### config.mk
export PLATFORM = sky130hd
export DESIGN_NAME = booth_mult
export DESIGN_NICKNAME = d
export VERILOG_FILES = /design/src/rtl/booth_mult.sv
export SDC_FILE = /design/constraint.sdc
export NUM_CORES = 1
export LEC_CHECK = 0
export CAP_MARGIN = 15
export CORE_ASPECT_RATIO = 1.4
export CORE_MARGIN = 2
export CORE_UTILIZATION = 40
export CTS_BUF_LIST = sky130_fd_sc_hd__clkbuf_8
export CTS_CLUSTER_SIZE = 30
export DETAILED_ROUTE_END_ITERATION = 8
export HOLD_SLACK_MARGIN = 0.05
export PLACE_DENSITY = 0.72
export SYNTH_ARGS = -nofsm -noshare
export SYNTH_HDL_FRONTEND = slang
export SYNTH_SLANG_ARGS = --single-unit
### constraint.sdc
create_clock -name clock -period 5 [get_ports clock]
set_input_delay 0.5 -clock clock [delete_from_list [all_inputs] [get_ports clock]]
set_output_delay 0.5 -clock clock [all_outputs]
set_load 0.1 [all_outputs]
### src/rtl/booth_mult.sv
// booth_mult: sequential radix-2 Booth signed multiplier, one Booth step per clock.
// Produces the 2*WIDTH-bit product of RegAOut * RegBOut on MultHIOut/MultLOOut.
// Optional feature macro: MULT_OVF_FLAG_EN adds MultOvf, set when the product
// does not fit in WIDTH signed bits.
module booth_mult #(
    parameter int WIDTH = 32
) (
    input  logic             clock,
    input  logic             reset,
    input  logic [WIDTH-1:0] RegAOut,
    input  logic [WIDTH-1:0] RegBOut,
    input  logic             MultCtrl,
    output logic             MultDone,
    output logic [WIDTH-1:0] MultHIOut,
    output logic [WIDTH-1:0] MultLOOut
`ifdef MULT_OVF_FLAG_EN
    ,
    output logic             MultOvf
`endif
);

    localparam int CW = $clog2(WIDTH) + 1;

    typedef enum logic [1:0] {
        IDLE = 2'b00,
        RUN  = 2'b01,
        DONE = 2'b10
    } state_t;

    state_t            state_r;
    state_t            state_s;
    logic [WIDTH:0]    acc_r;
    logic [WIDTH:0]    m_r;
    logic [WIDTH-1:0]  q_r;
    logic              q1_r;
    logic [CW-1:0]     cnt_r;
    logic              done_r;
    logic [WIDTH-1:0]  hi_r;
    logic [WIDTH-1:0]  lo_r;

    logic [WIDTH:0]    sum_s;
    logic [WIDTH:0]    acc_sh_s;
    logic [WIDTH-1:0]  q_sh_s;
    logic              q1_sh_s;
    logic              last_step_s;

`ifdef MULT_OVF_FLAG_EN
    logic              ovf_r;

    // Product overflows WIDTH signed bits when the high half is not a pure sign extension of the low half.
    function automatic logic ovf_calc(input logic [WIDTH-1:0] hi, input logic [WIDTH-1:0] lo);
        return (hi != {WIDTH{lo[WIDTH-1]}});
    endfunction
`endif

    // Booth add/subtract on {Q[0],q_1}, then arithmetic right shift of {Acc,Q,q_1}.
    always_comb begin
        sum_s = acc_r;
        case ({q_r[0], q1_r})
            2'b01:   sum_s = acc_r + m_r;
            2'b10:   sum_s = acc_r - m_r;
            default: sum_s = acc_r;
        endcase
        acc_sh_s    = {sum_s[WIDTH], sum_s[WIDTH:1]};
        q_sh_s      = {sum_s[0], q_r[WIDTH-1:1]};
        q1_sh_s     = q_r[0];
        last_step_s = (cnt_r == CW'(WIDTH - 1));
    end

    // FSM state register.
    always_ff @(posedge clock) begin
        if (reset) begin
            state_r <= IDLE;
        end else begin
            state_r <= state_s;
        end
    end

    // Next-state logic: start on request, abort whenever the request drops.
    always_comb begin
        state_s = state_r;
        case (state_r)
            IDLE: begin
                if (MultCtrl) begin
                    state_s = RUN;
                end else begin
                    state_s = IDLE;
                end
            end
            RUN: begin
                if (!MultCtrl) begin
                    state_s = IDLE;
                end else if (last_step_s) begin
                    state_s = DONE;
                end else begin
                    state_s = RUN;
                end
            end
            DONE: begin
                if (MultCtrl) begin
                    state_s = DONE;
                end else begin
                    state_s = IDLE;
                end
            end
            default: state_s = IDLE;
        endcase
    end

    // Datapath: operand load at start, one Booth step per RUN edge, result capture on the last step.
    always_ff @(posedge clock) begin
        if (reset) begin
            acc_r  <= '0;
            m_r    <= '0;
            q_r    <= '0;
            q1_r   <= 1'b0;
            cnt_r  <= '0;
            done_r <= 1'b0;
            hi_r   <= '0;
            lo_r   <= '0;
`ifdef MULT_OVF_FLAG_EN
            ovf_r  <= 1'b0;
`endif
        end else begin
            case (state_r)
                IDLE: begin
                    if (MultCtrl) begin
                        acc_r  <= '0;
                        m_r    <= {RegAOut[WIDTH-1], RegAOut};
                        q_r    <= RegBOut;
                        q1_r   <= 1'b0;
                        cnt_r  <= '0;
                        done_r <= 1'b0;
`ifdef MULT_OVF_FLAG_EN
                        ovf_r  <= 1'b0;
`endif
                    end
                end
                RUN: begin
                    if (MultCtrl) begin
                        acc_r <= acc_sh_s;
                        q_r   <= q_sh_s;
                        q1_r  <= q1_sh_s;
                        cnt_r <= cnt_r + CW'(1);
                        if (last_step_s) begin
                            hi_r   <= acc_sh_s[WIDTH-1:0];
                            lo_r   <= q_sh_s;
                            done_r <= 1'b1;
`ifdef MULT_OVF_FLAG_EN
                            ovf_r  <= ovf_calc(acc_sh_s[WIDTH-1:0], q_sh_s);
`endif
                        end
                    end
                end
                DONE: begin
                    if (!MultCtrl) begin
                        done_r <= 1'b0;
                    end
                end
                default: begin
                    done_r <= 1'b0;
                end
            endcase
        end
    end

    assign MultDone  = done_r;
    assign MultHIOut = hi_r;
    assign MultLOOut = lo_r;
`ifdef MULT_OVF_FLAG_EN
    assign MultOvf   = ovf_r;
`endif

endmodule

==> results by stage <==
Global route:
- For this run, global-route usage on met2 was measured as 34.0%.
- The global-route wire length before repair is 39200 microns.
- The met3 track utilization from global routing is 3.25%.
- Entering global routing, the biggest net connects 82 pins.
- The initial antenna violation count was 0.
- The total overflow left after global routing is 0.
- The most crowded layer after global routing is met2.
- Global routing used 19.9% of the available tracks across all layers.
- The via count of the first global-routing pass is 7926.
- The met1 usage is 25.2%.

Timing:
- The setup TNS after final layout is 0 ns.
- The final max-slew violation count came to 0.
- The final count of hold timing violations was 0.
- Based on the critical path, the design can be clocked at up to 217 MHz.
- The actual transition at the worst max-transition pin is 1.04 ns.
- The worst path in the final design needs a cycle of 4.60 ns, including I/O delays and setup.
- The final setup skew is 0.0185 ns.
- Setup violations remaining at the end of the flow were counted as 0.
- The worst slew margin relative to its limit is 30.6%.
- Setup repair after global routing left no endpoint under its margin.
- The worst path uses 92.0% of the clock period.
- The post-layout worst setup margin is 0.401 ns.

Clock tree:
- The total number of H-tree levels is 4.
- The clock input transition at the sequential cells of the worst setup and hold paths is 0.10 ns.
- For this design, the sink count on the clock tree is 170.
- TritonCTS created 17 clock buffers.
- The clock root buffer is clkbuf_8.
- The buffer count from post-CTS setup fixing is 0.
- At the later pin of the worst-skew pair, clock insertion delay measures 0.48 ns.
- TritonCTS built the clock tree.
- The number of cells upsized or downsized after cts is 0.
- The number of buffers inserted by hold repair at cts is 0.
- The longest clock path from root to sink contains 2 buffers.

Drt:
- The via density per instance is 5.30.
- After detailed routing, the average wire length per cell comes to 15.1 microns.
- The count of nets left with antenna violations once routing finished came out at 0.
- Summing over every cut layer, the via total after detailed routing is 8379.
- The first-pass detailed-route iteration total is 5.
- For this block, the initial DRC count from the detailed router was 458.
- The post-route DRC violation count is 0.
- Summed over all layers, the routed wires come to 23800 microns.

Pwr:
- The total net switching power is 0.936 mW.
- VDD sags by at most 0.165 mV.
- The switching part of the total power is 31.2%.
- For this design the ratio of total power to cell area is 272 nW/um^2.
- Of the total power, registers draw 47.7%.
- In this run, the combinational gates consume 21.1% of the power.
- The leakage power is 4.13 nW.
- The internal cell power is 2.06 mW.
- Of the total power, the clock network draws 31.2%.

Worst setup path:
- The critical path class is flip-flop to flip-flop.
- In this run the worst path has a maximum fanout of 7.
- Data on the critical path arrives at its endpoint at 4.99 ns.
- The data required time of the worst path is 5.39 ns.
- The startpoint type of the worst setup path is a flip-flop.
- The endpoint type of the worst setup path is a flip-flop.

Die:
- The count of pins on the block boundary is 132.
- The initial standard-cell utilization of the core is 40.5%.
- The die is 131 microns wide.
- The area enclosed by the die boundary is 24000 sq um.
- The number of rows created at floorplan is 65.
- The height of the die is 182 microns.
- The core region is 22400 sq um.

Logic synthesis:
- For this run, the leading register cell type out of synthesis is dfxtp_1.
- Counting every instance in the synthesized netlist gives 1176.
- The synthesized netlist occupies a cell area of 9090 sq um.
- Summed over all instances, the cell type with the most area after synthesis is dfxtp_1.
- In this run, synthesis produced a sequential element count of 170.
- Of all flip-flops after synthesis, the portion carrying an async set or reset was 0%.
- The number of flops mapped to enable cells by yosys is 0.
- Counting instances in the post-synthesis netlist gives the leading cell types as 211 x nand2_1, 170 x dfxtp_1, 164 x a21oi_1, 122 x nor2_1, 65 x clkbuf_1.
- The dominant cell by count in the synthesized netlist is nand2_1.
- The average instance area after synthesis is 7.73 sq um.
- In the post-synthesis netlist, the biggest area contributors are dfxtp_1 37%, a21oi_1 9.0%, nand2_1 8.7%.
- The area share of the largest cell type after synthesis is 37.4%.
- Summing the sequential cell areas from Yosys gives 37.4% of the chip area.
- The synthesized netlist contains 59 unique library cells.
- During synthesis, Yosys emitted a total of 0 warnings.
- The number of nets in the synthesized netlist is 1279.

Layout:
- The share of post-route cells with drive strength above 1 is 5.46%.
- The layout net count is 1371.
- The synthesis-to-finish area growth is 21.2%.
- 0 antenna diodes ended up in the layout.
- The non-filler instance count after layout is 1582.
- Summing all non-filler instances in the final layout gives an area of 11000 sq um.

Job:
- Across the run, the number of max-cap violations was 0.

Placed design:
- Including well taps, the total number of placed cells is 1550.
- Detailed placement ended at an HPWL of 17500 microns.
- At the end of routability-driven placement, the weighted congestion stood at 0.922.
- The area after detailed placement is 10600 sq um.
- The number of buffers inserted by port buffering is 131.
- Before CTS, the worst setup slack after placement is 0.277 ns.

Outcome:
- The run finished with clean final reports.

Min path:
- The type of the worst min-delay path is flip-flop to flip-flop.
==> cell type report <==
cell class / count / area (sq um)
Clock buffer: 21 / 289
Clock inverter: 11 / 85.1
Fill cell: 2267 / 11400
Inverter: 20 / 75.1
Multi-Input combinational cell: 916 / 5390
Sequential cell: 170 / 3400
Tap cell: 301 / 377
Timing Repair Buffer: 143 / 1400
==> layout by cell type, fill, tap and decap left out, drive strengths merged, types with 13 or more instances in the layout <==
master,Yosys,layout
buf,5,13
nand3,25,25
xnor2,41,41
nor2,123,123
clkbuf,65,21
ha,35,35
o21ai,51,51
xor2,15,15
a211oi,42,42
mux2i,41,41
inv,20,25
nor3,22,22
dfxtp,170,170
a21oi,164,164
clkdlybuf4s50,0,130
nand2,211,211
==> final timing paths <==
kind | slack, ns | start | end | cells past startpoint
worst max register to register | 0.40 | m_r[16]$_SDFFE_PP0P_ | acc_r[30]$_SDFFE_PP0P_ | 16
worst max-delay path | 0.40 | m_r[16]$_SDFFE_PP0P_ | acc_r[30]$_SDFFE_PP0P_ | 16
worst min-delay path | 0.46 | MultLOOut[6]$_SDFFE_PP0P_ | MultLOOut[6]$_SDFFE_PP0P_ | 2
worst min register to register | 0.46 | MultLOOut[6]$_SDFFE_PP0P_ | MultLOOut[6]$_SDFFE_PP0P_ | 2
==> per-stage QoR <==
| step | total power [mW] | hold slack [ns] | util, % |
|---|---|---|---|
| 2_1_floorplan | 1.92 | 0.432 | - |
| 3_3_place_gp | 2.08 | 0.438 | 47.3 |
| 3_5_place_dp | 2.09 | 0.446 | 47.3 |
| 4_1_cts | 3.02 | 0.458 | 49.0 |
| 5_1_grt | 3.16 | 0.476 | 49.1 |
| 6_report | 3.00 | 0.455 | 49.1 |
==> worst max-delay path: stages, from the launching register on <==
cell	delay [ns]
dfxtp_1	0.38
or4_4	0.56
or3_4	0.35
or3_4	0.38
and2b_2	0.25
nor2_1	0.05
xnor2_1	0.14
ha_1	0.38
a21o_1	0.21
a21o_1	0.17
a21o_1	0.20
a21o_1	0.19
a21oi_1	0.12
o21ai_0	0.16
o31ai_1	0.44
mux2_2	0.39
a21oi_1	0.16
==> sequential cells by signal (all words and copies together) (netlist names) <==
register / flops
MultLOOut: 32
cnt_r: 6
q1_r: 1
q_r: 32
acc_r: 32
MultDone: 1
state_r: 2
m_r: 32
MultHIOut: 32
==> power groups by stage <==
| stage | clock network [mW] | registers (mW) | logic (mW) |
|---|---|---|---|
| floorplan | 0 | 1.45 | 0.466 |
| global placement | 0 | 1.46 | 0.624 |
| detailed placement | 0 | 1.46 | 0.628 |
| CTS | 0.963 | 1.43 | 0.631 |
| global route | 1.02 | 1.44 | 0.705 |
| finish | 0.937 | 1.43 | 0.632 |
==> kinds of logic (layout without fill, tap and decap cells) <==
| family | after synthesis | after routing | share of synthesized area (%) |
|---|---|---|---|
| flip-flops | 170 | 170 | 37.4 |
| AND/OR/NAND/NOR | 445 | 445 | 21.4 |
| buffers and inverters | 90 | 195 | 3.73 |
| AO/OA/AOI/OAI | 336 | 336 | 22.2 |
| adder cells (fa/ha/maj) | 36 | 36 | 5.04 |
| XOR/XNOR | 56 | 56 | 5.40 |
| multiplexers | 43 | 43 | 4.76 |
==> per-layer routing <==
metal | wire length [microns] | vias to the layer above
met5 | 0 | -
met4 | 634 | 0
met3 | 852 | 29
met2 | 11400 | 170
met1 | 10900 | 3852
li1 | - | 4328
No activity file was read; power rests on OpenSTA's default activity.
